`config.mk`:
```
export PLATFORM = sky130hd
export DESIGN_NAME = serial_frame_tx
export DESIGN_NICKNAME = d
export VERILOG_FILES = /design/src/rtl/serial_frame_tx.sv
export SDC_FILE = /design/constraint.sdc
export NUM_CORES = 1
export LEC_CHECK = 0
export BUFFER_PORTS_ARGS = -buffer_cell sky130_fd_sc_hd__buf_2
export CAP_MARGIN = 15
export CELL_PAD_IN_SITES_DETAIL_PLACEMENT = 2
export CELL_PAD_IN_SITES_GLOBAL_PLACEMENT = 2
export CORE_MARGIN = 4
export CORE_UTILIZATION = 36
export CTS_CLUSTER_SIZE = 14
export DETAILED_ROUTE_END_ITERATION = 7
export PLACE_DENSITY = 0.88
export SLEW_MARGIN = 20
export SYNTH_ARGS = -nofsm -noshare
export SYNTH_HDL_FRONTEND = slang
export SYNTH_SLANG_ARGS = --single-unit
```
`constraint.sdc`:
```
create_clock -name clk -period 3.1 [get_ports clk]
set_input_delay 0.31 -clock clk [delete_from_list [all_inputs] [get_ports clk]]
set_output_delay 0.31 -clock clk [all_outputs]
set_load 0.01 [all_outputs]
```
`src/rtl/serial_frame_tx.sv`:
```
// -----------------------------------------------------------------------------
// serial_frame_tx
// Serialises one command frame per accepted request:
//    CMD bit (1 = write, 0 = read) | address field | data field (writes only)
//    | optional even-parity bit
// Each field goes out LSB first or MSB first depending on MSB_FIRST. Every bit
// is held on tx_bit with valid=1 until the receiver takes it with ready=1.
// A one-cycle DONE state (done=1) closes the frame before returning to IDLE.
//
// Ports
//    clk        system clock, rising-edge active
//    reset      asynchronous active-low reset
//    start      frame request, only looked at in IDLE
//    write      frame type, latched on accept (1 = address+data, 0 = address)
//    addr_in    address, latched on accept
//    data_in    write data, latched on accept
//    ready      receiver takes the presented bit on this edge
//    tx_bit     serial bit (forced to 0 whenever valid=0)
//    valid      tx_bit carries a frame bit
//    busy       high in every state except IDLE
//    done       one-cycle end-of-frame pulse
//    state_out  current state code, zero-extended to 5 bits
// All outputs come straight from flops.
// -----------------------------------------------------------------------------
module serial_frame_tx #(
   parameter int ADDR_WIDTH = 12,
   parameter int DATA_WIDTH = 8,
   parameter bit MSB_FIRST  = 1'b0,
   parameter bit PARITY_EN  = 1'b1
) (
   input  logic                  clk,
   input  logic                  reset,
   input  logic                  start,
   input  logic                  write,
   input  logic [ADDR_WIDTH-1:0] addr_in,
   input  logic [DATA_WIDTH-1:0] data_in,
   input  logic                  ready,
   output logic                  tx_bit,
   output logic                  valid,
   output logic                  busy,
   output logic                  done,
   output logic [4:0]            state_out
);

   // The bit counter only has to reach the last index of the wider field.
   localparam int MAX_WIDTH = (ADDR_WIDTH > DATA_WIDTH) ? ADDR_WIDTH : DATA_WIDTH;
   localparam int CNT_WIDTH = (MAX_WIDTH > 1) ? $clog2(MAX_WIDTH) : 1;
   localparam logic [CNT_WIDTH-1:0] ADDR_LAST = CNT_WIDTH'(ADDR_WIDTH - 1);
   localparam logic [CNT_WIDTH-1:0] DATA_LAST = CNT_WIDTH'(DATA_WIDTH - 1);
   localparam logic [CNT_WIDTH-1:0] CNT_ZERO  = '0;
   localparam logic [CNT_WIDTH-1:0] CNT_ONE   = CNT_WIDTH'(1);

   typedef enum logic [4:0] {
      S_IDLE   = 5'd0,
      S_CMD    = 5'd1,
      S_ADDR   = 5'd2,
      S_DATA   = 5'd3,
      S_PARITY = 5'd4,
      S_DONE   = 5'd5
   } state_t;

   // ---------------------------------------------------------------------------
   // Helpers
   // ---------------------------------------------------------------------------

   // Running even parity: fold one transferred bit into the accumulator.
   function automatic logic parity_step(input logic acc, input logic bit_v);
      return acc ^ bit_v;
   endfunction

   // Bit currently at the head of the address shifter.
   function automatic logic addr_head(input logic [ADDR_WIDTH-1:0] v);
      return MSB_FIRST ? v[ADDR_WIDTH-1] : v[0];
   endfunction

   // Bit currently at the head of the data shifter.
   function automatic logic data_head(input logic [DATA_WIDTH-1:0] v);
      return MSB_FIRST ? v[DATA_WIDTH-1] : v[0];
   endfunction

   // Advance the address shifter by one bit in the configured order.
   function automatic logic [ADDR_WIDTH-1:0] addr_shift(input logic [ADDR_WIDTH-1:0] v);
      return MSB_FIRST ? (v << 1'b1) : (v >> 1'b1);
   endfunction

   // Advance the data shifter by one bit in the configured order.
   function automatic logic [DATA_WIDTH-1:0] data_shift(input logic [DATA_WIDTH-1:0] v);
      return MSB_FIRST ? (v << 1'b1) : (v >> 1'b1);
   endfunction

   // ---------------------------------------------------------------------------
   // State
   // ---------------------------------------------------------------------------
   state_t                  state_r,  state_s;
   logic [CNT_WIDTH-1:0]    cnt_r,    cnt_s;
   logic                    write_r,  write_s;
   logic [ADDR_WIDTH-1:0]   addr_r,   addr_s;
   logic [DATA_WIDTH-1:0]   data_r,   data_s;
   logic                    par_r,    par_s;
   logic                    tx_bit_r, tx_bit_s;
   logic                    valid_r,  valid_s;
   logic                    busy_r,   busy_s;
   logic                    done_r,   done_s;
   logic                    xfer_s;
   logic                    head_s;

   // A bit leaves only when it is being presented and the receiver accepts it.
   assign xfer_s = valid_r & ready;

   // Next-state, field sequencing and latch updates.
   always_comb begin
      state_s = state_r;
      cnt_s   = cnt_r;
      write_s = write_r;
      addr_s  = addr_r;
      data_s  = data_r;
      par_s   = par_r;

      case (state_r)
         S_IDLE: begin
            if (start) begin
               write_s = write;
               addr_s  = addr_in;
               data_s  = data_in;
               par_s   = 1'b0;
               cnt_s   = CNT_ZERO;
               state_s = S_CMD;
            end else begin
               state_s = S_IDLE;
            end
         end

         S_CMD: begin
            if (xfer_s) begin
               par_s   = parity_step(par_r, tx_bit_r);
               cnt_s   = CNT_ZERO;
               state_s = S_ADDR;
            end else begin
               state_s = S_CMD;
            end
         end

         S_ADDR: begin
            if (xfer_s) begin
               par_s  = parity_step(par_r, tx_bit_r);
               addr_s = addr_shift(addr_r);
               if (cnt_r == ADDR_LAST) begin
                  cnt_s = CNT_ZERO;
                  if (write_r) begin
                     state_s = S_DATA;
                  end else if (PARITY_EN) begin
                     state_s = S_PARITY;
                  end else begin
                     state_s = S_DONE;
                  end
               end else begin
                  cnt_s = cnt_r + CNT_ONE;
               end
            end else begin
               state_s = S_ADDR;
            end
         end

         S_DATA: begin
            if (xfer_s) begin
               par_s  = parity_step(par_r, tx_bit_r);
               data_s = data_shift(data_r);
               if (cnt_r == DATA_LAST) begin
                  cnt_s = CNT_ZERO;
                  if (PARITY_EN) begin
                     state_s = S_PARITY;
                  end else begin
                     state_s = S_DONE;
                  end
               end else begin
                  cnt_s = cnt_r + CNT_ONE;
               end
            end else begin
               state_s = S_DATA;
            end
         end

         S_PARITY: begin
            if (xfer_s) begin
               cnt_s   = CNT_ZERO;
               state_s = S_DONE;
            end else begin
               state_s = S_PARITY;
            end
         end

         S_DONE: begin
            state_s = S_IDLE;
         end

         // Unused codes recover to IDLE on the next edge.
         default: begin
            cnt_s   = CNT_ZERO;
            state_s = S_IDLE;
         end
      endcase
   end

   // Output decode from the *next* state so every output can be a flop.
   always_comb begin
      head_s = 1'b0;
      case (state_s)
         S_CMD:    head_s = write_s;
         S_ADDR:   head_s = addr_head(addr_s);
         S_DATA:   head_s = data_head(data_s);
         S_PARITY: head_s = par_s;
         default:  head_s = 1'b0;
      endcase

      case (state_s)
         S_CMD, S_ADDR, S_DATA, S_PARITY: valid_s = 1'b1;
         default:                          valid_s = 1'b0;
      endcase

      if (valid_s) begin
         tx_bit_s = head_s;
      end else begin
         tx_bit_s = 1'b0;
      end

      busy_s = (state_s != S_IDLE);
      done_s = (state_s == S_DONE);
   end

   // State, counter, latches and output flops.
   always_ff @(posedge clk or negedge reset) begin
      if (!reset) begin
         state_r  <= S_IDLE;
         cnt_r    <= CNT_ZERO;
         write_r  <= 1'b0;
         addr_r   <= '0;
         data_r   <= '0;
         par_r    <= 1'b0;
         tx_bit_r <= 1'b0;
         valid_r  <= 1'b0;
         busy_r   <= 1'b0;
         done_r   <= 1'b0;
      end else begin
         state_r  <= state_s;
         cnt_r    <= cnt_s;
         write_r  <= write_s;
         addr_r   <= addr_s;
         data_r   <= data_s;
         par_r    <= par_s;
         tx_bit_r <= tx_bit_s;
         valid_r  <= valid_s;
         busy_r   <= busy_s;
         done_r   <= done_s;
      end
   end

   assign tx_bit    = tx_bit_r;
   assign valid     = valid_r;
   assign busy      = busy_r;
   assign done      = done_r;
   assign state_out = state_r;

endmodule

```
======== Word level (Yosys, flattened, before mapping) ========
Cells that the tools add are included.
word-level totals
  register bits ........................... 35
  output and inout bits ................... 9
  logic and storage cells ................. 72
operators by class
  add/subtract/negate cells ............... 1
  eq/ne operators ......................... 16
  multiplexer cells ....................... 30
  bitwise operators ....................... 3
  reduce and logical (&&, ||, !) cells .... 10
operators with widths
  kind                   number
  $pmux W5 S5            1
  $mux W12               2
  $mux W4                6
  $pmux W12 S2           1
  $eq A5 B2 Y1 const B   4
  $eq A5 B3 Y1 const B   4
  $mux W5                4
  $pmux W4 S5            1
  $mux W8                2
  $pmux W8 S2            1
  $eq A5 B1 Y1 const B   2
  $mux W1                8
  $ne A2 B2 Y1 const B   3
  $reduce_and A3 Y1      2
  $logic_not A5 Y1       1
  $reduce_and A5 Y1      1
  $reduce_bool A5 Y1     1
  $add A4 B1 Y4 const B  1
  $eq A4 B3 Y1 const B   1
  $eq A4 B4 Y1 const B   1
  $pmux W1 S4            1
  $reduce_bool A2 Y1     2
  $reduce_or A4 Y1       1
  $mux W3                1
  other kinds (8)        8

======== Logic depth before layout (Yosys ltp) ========
  word-level depth ........................ 8
  gate-level depth with buffers ........... 7

======== Worst setup path after synthesis ========
Ideal clock, no wire load.
  path type ............................... flip-flop to flip-flop
  start ................................... register state_r[3], in the netlist state_out[3]
  end ..................................... register tx_bit_r, in the netlist tx_bit
  data arrival time ....................... 1761 ps
  data required time ...................... 2957 ps
  setup slack ............................. 1196 ps
  stages on the path, launching flop included .. 6
  buffers on the path ..................... 0
  cell sequence ........................... dfrtp_1 -> or3_1 -> a211o_1 -> a221o_1 -> a22oi_1 -> o221ai_1
RTL lines
  element                                                  line  source
  start: declaration                                       94    state_t state_r, state_s;
  start signal: assignment                                 244   state_r <= state_s;
  $eq A5 B2 Y1 / $logic_not A5 Y1 (equally long branches)  119   case (state_r)
  $pmux W12 S2 *                                           119
  net addr_s[0]                                            97    logic [ADDR_WIDTH-1:0] addr_r, addr_s;
  $pmux W1 S4 *                                            207   case (state_s)
  $mux W1 *                                                220   if (valid_s) begin
  net tx_bit_s                                             100   logic tx_bit_r, tx_bit_s;
  end signal: assignment                                   250   tx_bit_r <= tx_bit_s;
  end: declaration                                         100
The timed path passes the listed nets; every way through them passes the cells marked *.
A chain may end at the register's enable or synchronous reset.

======== Worst setup path in the final report ========
  start ................................... register state_r[2], in the netlist state_out[2]
  end ..................................... register tx_bit_r, in the netlist tx_bit
Same word-level chain as after synthesis.

==> qor.csv <==
stage,metric,value,unit
worst_setup_path,buffers plus inverters on the worst setup path,0,
drt,drt first-iter violations,181,
timing,setup ws final,0.6738,ns
run_status,status,"finished, final reports clean",
logic_synthesis,Post-Synth XOR/XNOR Area,0.5140,%
placed_design,PortBufs,33,
worst_setup_path,CP required,3.25,ns
drt,via count,1509,
floorplanning,die height,76.80,µm
logic_synthesis,synthesized instance count,163,
timing,Tcrit/Tclk final,78.26,%
timing,fin crit period,2.426,ns
timing,Min Hold Slack,0.09501,ns
logic_synthesis,Synth area leaders,"dfrtp_1, a222oi_1, inv_1",
worst_setup_path,RR Startpoint,state_out[2],
global_route,initial antenna violation count,0,
cells_and_area,Layout Nets,221,
clock_network,H-tree Lvls,2,
placed_design,Area after DPL,1904,µm²
drt,WL met2,2.636,mm
worst_setup_path,"Cell Chain, Critical Path",or3_1 -> a211o_1 -> a221o_1 -> a22oi_1 -> o221ai_1,
clock_network,hold_buf cts,0,
clock_network,TritonCTS Buffers,5,
global_route,first-pass GRT wire length,8.880,mm
cells_and_area,Finished Layout Cells,248,
worst_setup_path,Slowest cell on crit path,dfrtp_1,
power_and_ir_drop,total power density per cell area,519.6,nW/µm²
logic_synthesis,Post-synth EDFFs,0,
cells_and_area,fill cell count,487,
worst_setup_path,CP Launch Type,register,
logic_synthesis,Syn. warnings,0,
placed_design,dpl ws,0.7486,ns
logic_synthesis,distinct cell type count after synthesis,45,
cells_and_area,most frequent cells in the layout,"dfrtp_1, buf_2, inv_1",
timing,Setup TNS,0,ns
global_route,largest net degree at the start of global routing,36,
cells_and_area,Layout Area Growth over Synthesis,17.18,%
drt,post-route ant nets,0,
worst_hold_path,worst min-delay path class,primary input to async pin,
global_route,vias in the first global route,1627,
power_and_ir_drop,"IR drop worst, VDD",233.0,µV
clock_network,clk_lat worst skew,0.30,ns
timing,Rel. slew slack,46.36,%
floorplanning,Initial Util,38.09,%
placed_design,placed insts,240,
timing,worst-margin pin slew,0.8047,ns
cells_and_area,Final Instance Area,1997,µm²
worst_setup_path,family with the most delay on the worst path,compound AO/OA/AOI/OAI gates,
drt,met1 wire length,2.270,mm
worst_setup_path,Worst Path Max Fanout,15,
logic_synthesis,post-synthesis cell area,1704,µm²
clock_network,setup bufs post-CTS,0,
logic_synthesis,register area share after synthesis,51.40,%
cells_and_area,Inserted Diodes,0,
clock_network,CTS tree,done,
placed_design,final RePlAce weighted congestion,0.8812,
timing,unrepaired setup endpoints after global routing,no,
logic_synthesis,area share of and/or/nand/nor cells after synthesis,17.47,%
floorplanning,I/O pin total,34,
logic_synthesis,flip-flop and latch count after synthesis,35,
drt,DR WL met3,207,µm
timing,"Hold Violations, Final",0,
clock_network,clk root buf,clkbuf_8,
logic_synthesis,top-area cell type share of the netlist area,51.40,%
global_route,"Remaining Overflow, GRT",0,
logic_synthesis,Post-Syn Area per Cell,10.45,µm²
logic_synthesis,Synth area leader,dfrtp_1,
worst_setup_path,WP data arrival,2.58,ns
drt,Routed WL,5.232,mm
drt,drt drc,0,
worst_setup_path,Critical Setup Path Class,register to register,
floorplanning,die area,5898,µm²
drt,DR vias/cell,6.085,
logic_synthesis,Synth Area in Adders,0.7342,%
floorplanning,Row Count,24,
placed_design,placed wire-length estimate,3.657,mm
drt,1st-pass router iterations,5,
logic_synthesis,Post-synth ARST share,100.0,%
worst_setup_path,"slowest stage delay, CP",0.54,ns
worst_setup_path,Setup crit start,state_out[2],
clock_network,Clock Path Buffers,2,
cells_and_area,Post-Route Utilization,44.63,%
timing,Max Slew Vio Count,0,
power_and_ir_drop,Leak Pwr,0.9801,nW
worst_setup_path,crit end category,register,
logic_synthesis,Main synth FF type,dfrtp_1,
logic_synthesis,main combinational cell family by area after synthesis,compound AO/OA/AOI/OAI gates,
power_and_ir_drop,Total Power,1.038,mW
timing,Fmax,0.4122,GHz
clock_network,# resized after CTS,0,
run,Max Cap Viol,0,
global_route,Tot GR Track Use,19.19,%
clock_network,CTS sink count,35,
logic_synthesis,mux cell area share after synthesis,1.248,%
drt,Routed WL per cell,21.10,µm
timing,"Setup violations, final",0,
cells_and_area,"most common cell after layout, fill and taps aside",dfrtp_1,
timing,Clock Skew,0.006717,ns
cells_and_area,share of cells above drive strength 1,23.98,%
clock_network,Worst-path clk slew,0.08,ns
drt,uppermost routed layer,met4,
floorplanning,Core Region,4474,µm²
floorplanning,die width,76.80,µm
logic_synthesis,post-synthesis compound-gate area fraction,21.37,%
## metal layers
metal  vias to the layer above  GRT usage, %
li1                        684             -
met1                       779         23.50
met2                        37         32.84
met3                         9         4.333
met4                         0         7.065
met5                         -             0
## sequential cells by signal, indices dropped and copies added (netlist names)
register,flops
done,1
cnt_r,4
write_r,1
data_r,8
tx_bit,1
addr_r,12
valid,1
busy,1
state_out,5
par_r,1
## cell type report
class                      count  area, µm²  share of cell area, %
clock inverter                 3      23.77                  1.190
multi-input combinational     99      711.9                  35.65
inverter                      19      71.32                  3.571
tap                           52      65.06                  3.258
timing repair buffer          35      180.2                  9.023
clock buffer                   5      68.82                  3.446
sequential                    35      875.8                  43.86
## cells in the mapped netlist (all sizes together), types with 2 or more instances
| library cell | n |
|---|---|
| a22o | 2 |
| a222oi | 17 |
| nand2b | 4 |
| dfrtp | 35 |
| inv | 19 |
| or3b | 2 |
| nor2 | 5 |
| nor3 | 4 |
| buf | 6 |
| nand3 | 5 |
| and3b | 3 |
| o2111ai | 2 |
| nor2b | 2 |
| or3 | 3 |
| a22oi | 2 |
| o21ai | 7 |
| nor4 | 3 |
| o31ai | 2 |
| and3 | 3 |
| nand2 | 6 |
| clkbuf | 5 |
| a21oi | 5 |
## kinds of logic (layout without fill, tap and decap cells)
kind of cell | Yosys count | count (layout)
compound gates | 45 | 45
simple gates | 48 | 48
xor+xnor | 1 | 1
buf+inv | 30 | 62
flops | 35 | 35
other cells | 1 | 2
mux | 2 | 2
fa+ha+maj | 1 | 1
## power by group
part	switching [mW]	total, mW	internal [mW]
combinational	0.0657	0.130	0.0642
sequential	0.0442	0.556	0.512
clock	0.191	0.352	0.161
## final timing paths
check,slack [ns],end,depth (start not counted)
min in group clk,0.24,addr_r[11],2
max reg2reg,0.67,tx_bit,5
min reg2reg,0.51,addr_r[5],2
max,0.67,tx_bit,5
min,0.1,data_r[6],1
max in group asynchronous,2.49,cnt_r[1],1
Power figures use the tool's default switching activity.
